File: config.mk
export PLATFORM = sky130hd
export DESIGN_NAME = instr_fetch_unit
export DESIGN_NICKNAME = d
export VERILOG_FILES = /design/src/rtl/instr_fetch_unit.sv
export SDC_FILE = /design/constraint.sdc
export NUM_CORES = 1
export LEC_CHECK = 0
export ABC_AREA = 1
export CAP_MARGIN = 20
export CELL_PAD_IN_SITES_DETAIL_PLACEMENT = 1
export CELL_PAD_IN_SITES_GLOBAL_PLACEMENT = 1
export CORE_MARGIN = 3
export CORE_UTILIZATION = 26
export DETAILED_ROUTE_END_ITERATION = 6
export PLACE_DENSITY_LB_ADDON = 0.1
export SETUP_SLACK_MARGIN = 0.15
export SLEW_MARGIN = 15
export SYNTH_ARGS = -nofsm -noshare
export SYNTH_HDL_FRONTEND = slang
export SYNTH_SLANG_ARGS = --single-unit
File: constraint.sdc
create_clock -name clk -period 1.2 [get_ports clk]
set_clock_uncertainty 0.05 [all_clocks]
set_input_delay 0.18 -clock clk [delete_from_list [all_inputs] [get_ports clk]]
set_output_delay 0.18 -clock clk [all_outputs]
set_load 0.03 [all_outputs]
File: src/rtl/instr_fetch_unit.sv
// PC and fetch stage: drives imem with the word address and registers the
// returned word into a valid/ready slot for decode.
module instr_fetch_unit #(
    parameter int                 ADDR_W   = 6,
    parameter int                 DATA_W   = 32,
    parameter logic [ADDR_W-1:0] RESET_PC = '0,
    parameter logic [DATA_W-1:0] BUBBLE   = '0
) (
    input  logic              clk,
    input  logic              rst_n,
    output logic [ADDR_W-1:0] imem_addr,
    input  logic [DATA_W-1:0] imem_rdata,
    input  logic              redirect_valid,
    input  logic [ADDR_W-1:0] redirect_pc,
    input  logic              halt,
    input  logic              id_ready,
    output logic              id_valid,
    output logic [DATA_W-1:0] id_instr,
    output logic [ADDR_W-1:0] id_pc,
    output logic [ADDR_W-1:0] id_pc_plus1,
    output logic [1:0]        fetch_state
);

    typedef enum logic [1:0] {
        S_IDLE = 2'b00,
        S_RUN  = 2'b01,
        S_HALT = 2'b10
    } state_e;

    state_e state_q;
    state_e state_d;

    logic [ADDR_W-1:0] pc_q;
    logic [ADDR_W-1:0] pc_d;
    logic              vld_q;
    logic              vld_d;
    logic [DATA_W-1:0] instr_q;
    logic [DATA_W-1:0] instr_d;
    logic [ADDR_W-1:0] idpc_q;
    logic [ADDR_W-1:0] idpc_d;

    logic slot_free;
    logic do_halt;
    logic do_redir;
    logic do_load;

    assign slot_free = !vld_q || id_ready;

    // Mutually exclusive actions for a RUN cycle, in priority order.
    assign do_halt  = halt;
    assign do_redir = !halt && redirect_valid;
    assign do_load  = !halt && !redirect_valid && slot_free;

    // State register; reset returns to IDLE immediately.
    always_ff @(posedge clk or negedge rst_n) begin
        if (!rst_n) begin
            state_q <= S_IDLE;
        end else begin
            state_q <= state_d;
        end
    end

    // Next state: IDLE lasts one clock, halt is sticky until reset.
    always_comb begin
        state_d = state_q;
        unique case (state_q)
            S_IDLE:  state_d = halt ? S_HALT : S_RUN;
            S_RUN:   state_d = halt ? S_HALT : S_RUN;
            S_HALT:  state_d = S_HALT;
            default: state_d = S_IDLE;
        endcase
    end

    // Next values of pc and the decode slot for the current state.
    always_comb begin
        pc_d    = pc_q;
        vld_d   = vld_q;
        instr_d = instr_q;
        idpc_d  = idpc_q;
        unique case (state_q)
            S_IDLE: begin
                if (do_redir) begin
                    pc_d = redirect_pc;
                end
            end
            S_RUN: begin
                unique case (1'b1)
                    do_halt: begin
                        vld_d   = 1'b0;
                        instr_d = BUBBLE;
                    end
                    do_redir: begin
                        pc_d    = redirect_pc;
                        vld_d   = 1'b0;
                        instr_d = BUBBLE;
                    end
                    do_load: begin
                        pc_d    = pc_q + 1'b1;
                        vld_d   = 1'b1;
                        instr_d = imem_rdata;
                        idpc_d  = pc_q;
                    end
                    default: ;
                endcase
            end
            default: ;
        endcase
    end

    // PC and decode slot registers; everything clears on reset.
    always_ff @(posedge clk or negedge rst_n) begin
        if (!rst_n) begin
            pc_q    <= RESET_PC;
            vld_q   <= 1'b0;
            instr_q <= BUBBLE;
            idpc_q  <= '0;
        end else begin
            pc_q    <= pc_d;
            vld_q   <= vld_d;
            instr_q <= instr_d;
            idpc_q  <= idpc_d;
        end
    end

    // Outputs come straight from registers; only id_pc_plus1 is derived.
    always_comb begin
        fetch_state = state_q;
        imem_addr   = pc_q;
        id_valid    = vld_q;
        id_instr    = instr_q;
        id_pc       = idpc_q;
        id_pc_plus1 = idpc_q + 1'b1;
    end

endmodule

==> run_results.csv <==
group,metric,value,unit
sta,tightest_slew,0.3598,ns
final_layout,nNetsFinal,463,
logic_synthesis,syn_area,2158,um2
final_layout,diodes,0,
floorplanning,die_h,97.11,um
logic_synthesis,synthAdderAreaFrac,1.159,%
floorplanning,coreArea,7888,um2
final_layout,syn2layout_area_growth,121.8,%
grt,antenna_found_initial,0,
clock_network,root_buffer,"clkbuf_8",
clock_network,cts.sinks,47,
logic_synthesis,yosysSeqAreaShare,54.49,%
grt,grt_usage,17.35,%
power,ir_drop,0.0007390,V
setup_path,worstReg2RegEnd,"id_instr[7]",
placement,placed_area,3401,um2
setup_path,startpoint,"id_pc[1]",
status,violations,"negative setup slack",
setup_path,path_class,"reg -> out",
logic_synthesis,synth_simple_gate_area_share,17.10,%
sta,fin_tns_setup,-12.76,ns
clock_network,ctsHtreeMaxLevel,2,
route,drtIter0Drc,55,
logic_synthesis,yosysUniqueCellTypes,21,
grt,grt_start_max_net_pins,37,
final_layout,fin_area,4787,um2
sta,min_period,1.611,ns
placement,io_buffers,95,
placement,globalplace.congestion,0.7593,
logic_synthesis,synthesis.instances,241,
power,powerDensity,1600,nW/um2
status,status,"finished, violations left",
floorplanning,io_pins,96,
floorplanning,start_util,27.36,%
floorplanning,fp-row-count,32,
logic_synthesis,synth_top_family_by_area,"simple AND/OR/NAND/NOR gates",
setup_path,reg2reg_depth,9,
sta,fin_crit_sh,134.3,%
logic_synthesis,syn_nets,286,
logic_synthesis,synth_xor_area_share,2.435,%
setup_path,cp-end-kind,"primary output",
placement,dp_hpwl,4738,um
route,wl_per_cell,16.22,um
sta,slew_headroom,76.01,%
sta,fin_ws,-0.4112,ns
setup_path,worstPathArrival,1.38,ns
sta,max_freq,620.6,MHz
final_layout,layout.cells.non_filler,521,
logic_synthesis,syn_avg_cell_area,8.956,um2
sta,rsz0062_at_grt,"true",
job,drv_cap,0,
sta,final_max_slew_viol_count,0,
logic_synthesis,yosysWarnings,0,
route,wirelength,8451,um
floorplanning,die_area,9430,um2
setup_path,crit_fanout,4,
grt,gr-total-overflow,0,
grt,grt_pass1_vias,2503,
clock_network,path_clk_slew,0.09,ns
route,routed_via_density,4.347,
clock_network,clk_path_buf_depth,2,
route,routed-via-count,2265,
clock_network,cts_tree,"yes",
logic_synthesis,muxShareOfSynthArea,0,%
setup_path,slowest_stage,"dfrtp_2",
sta,final-setup-viol-count,61,
power,p_leak,2.301,nW
route,drc_errors,0,
setup_path,setup.worst_path.end,"id_pc_plus1[5]",
logic_synthesis,ys_seq_elements,47,
floorplanning,die_w,97.11,um
hold_path,worstHoldPathType,"in -> async",
setup_path,r2r-start,"fetch_state[0]",
placement,place_inst,456,
clock_network,cts_buffers,5,
grt,grt_pass1_wl,13120,um
setup_path,path_cells,"nand4_1 -> nor2_4 -> xor2_4 -> buf_6",
setup_path,cpPeakStageDelay,0.43,ns
clock_network,clk_latency,0.31,ns
setup_path,cp-start-kind,"flop",
route,drt_first_pass_iters,4,
final_layout,drive_above_1_share,58.23,%
setup_path,crit_required,0.97,ns
sta,finalHoldViolCount,0,
setup_path,rrSetupSlack,-0.30,ns
logic_synthesis,synth_compound_area_share,12.58,%
route,drtAntennaViolNets,0,
## cell families (layout without fill, tap and decap cells)
group                      count (synthesis)  count (layout)
AOI/OAI and AO/OA                         44              44
xor gates and xnor gates                   6               6
adders and majority gates                  2               2
buffers and inverters                     56             233
DFF                                       47              47
and+or+nand+nor                           86              87
## cells in the mapped netlist
library cell | n | share of area (%)
nor2_4 | 1 | 0.52
a21oi_4 | 1 | 0.75
o21ai_2 | 10 | 4.1
o21ai_1 | 1 | 0.23
xnor2_1 | 1 | 0.41
ha_1 | 2 | 1.2
buf_6 | 7 | 3.7
buf_2 | 1 | 0.23
dfrtp_1 | 47 | 54
inv_2 | 1 | 0.17
nand2_1 | 68 | 12
nand4_1 | 1 | 0.29
o21bai_1 | 1 | 0.35
nand2_4 | 1 | 0.52
inv_1 | 47 | 8.2
a21oi_1 | 1 | 0.23
nor2_8 | 1 | 0.93
nor2_1 | 4 | 0.70
nand3_1 | 10 | 2.3
xor2_1 | 5 | 2.0
o21ai_0 | 30 | 7.0
## state kept, by name (all words and copies together), names as in the netlist
signal	count
imem_addr	6
id_instr	32
id_valid	1
id_pc	6
fetch_state	2
## area by class of cell
type                       instances  area (um2)
multi-input combinational        139        1115
fill                             839        3100
clock inverter                     2       35.03
timing repair buffer             177        2043
inverter                          48       192.7
tap                              102       127.6
clock buffer                       6       82.58
sequential                        47        1191
## per-layer routing
metal	share of wire, %	global-route usage, %	vias to the layer above
li1	-	-	1083
met1	39	21.78	1121
met2	56	30.36	55
met3	4.3	3.661	6
met4	0.60	4.320	0
met5	0	0	-
## worst max-delay path: cells and delay by family (launching register included)
kind / cells / cell delay [ns]
flops: 1 / 0.43
simple gates: 2 / 0.35
xor+xnor: 1 / 0.15
buf+inv: 1 / 0.14
## worst min-delay path by stage
stage	to	start	slack [ns]	cells past startpoint
floorplan	fetch_state[0]	rst_n	-0.17	0
global placement	id_instr[0]	rst_n	0.05	1
detailed placement	id_instr[0]	rst_n	0.05	1
CTS	imem_addr[3]	rst_n	0.25	2
global route	id_instr[0]	rst_n	0.29	2
finish	imem_addr[5]	rst_n	0.26	2
## per-stage QoR
stage	hold WS, ns	worst slack (ns)	power (W)	utilization (%)
finish	0.2592	-0.4112	0.007659	60.69
global route	0.2874	-0.4575	0.008035	60.69
CTS	0.2503	-0.4137	0.007400	56.68
detailed placement	0.04830	-0.4421	0.005301	43.12
global placement	0.04705	-0.4355	0.005254	43.12
floorplan	-0.1656	-0.2086	0.003932	-
## layout by cell type, fill, tap and decap left out, drive strengths merged, types with 5 or more instances in the layout
cell type | Yosys | layout
buf | 8 | 135
nand2 | 69 | 69
dfrtp | 47 | 47
inv | 48 | 46
o21ai | 41 | 41
clkdlybuf4s50 | 0 | 39
nand3 | 10 | 10
nor2 | 6 | 7
clkbuf | 0 | 6
xor2 | 5 | 5
## where the power goes
group | switching (W) | internal, W | total, W
combinational | 0.00202 | 0.00198 | 0.00400
sequential | 0.000383 | 0.00203 | 0.00241
clock | 0.000579 | 0.000675 | 0.00125
## what timing repair did
action,in CTS,in global routing
setup buffers,30,19
cloned,7,0
pin swaps,16,5
hold buffers,1,0
endpoints found under the hold margin,11,0
gates resized for setup,139,41
setup endpoints to repair,98,100
Note: power is estimated with default switching activity, not from simulation.
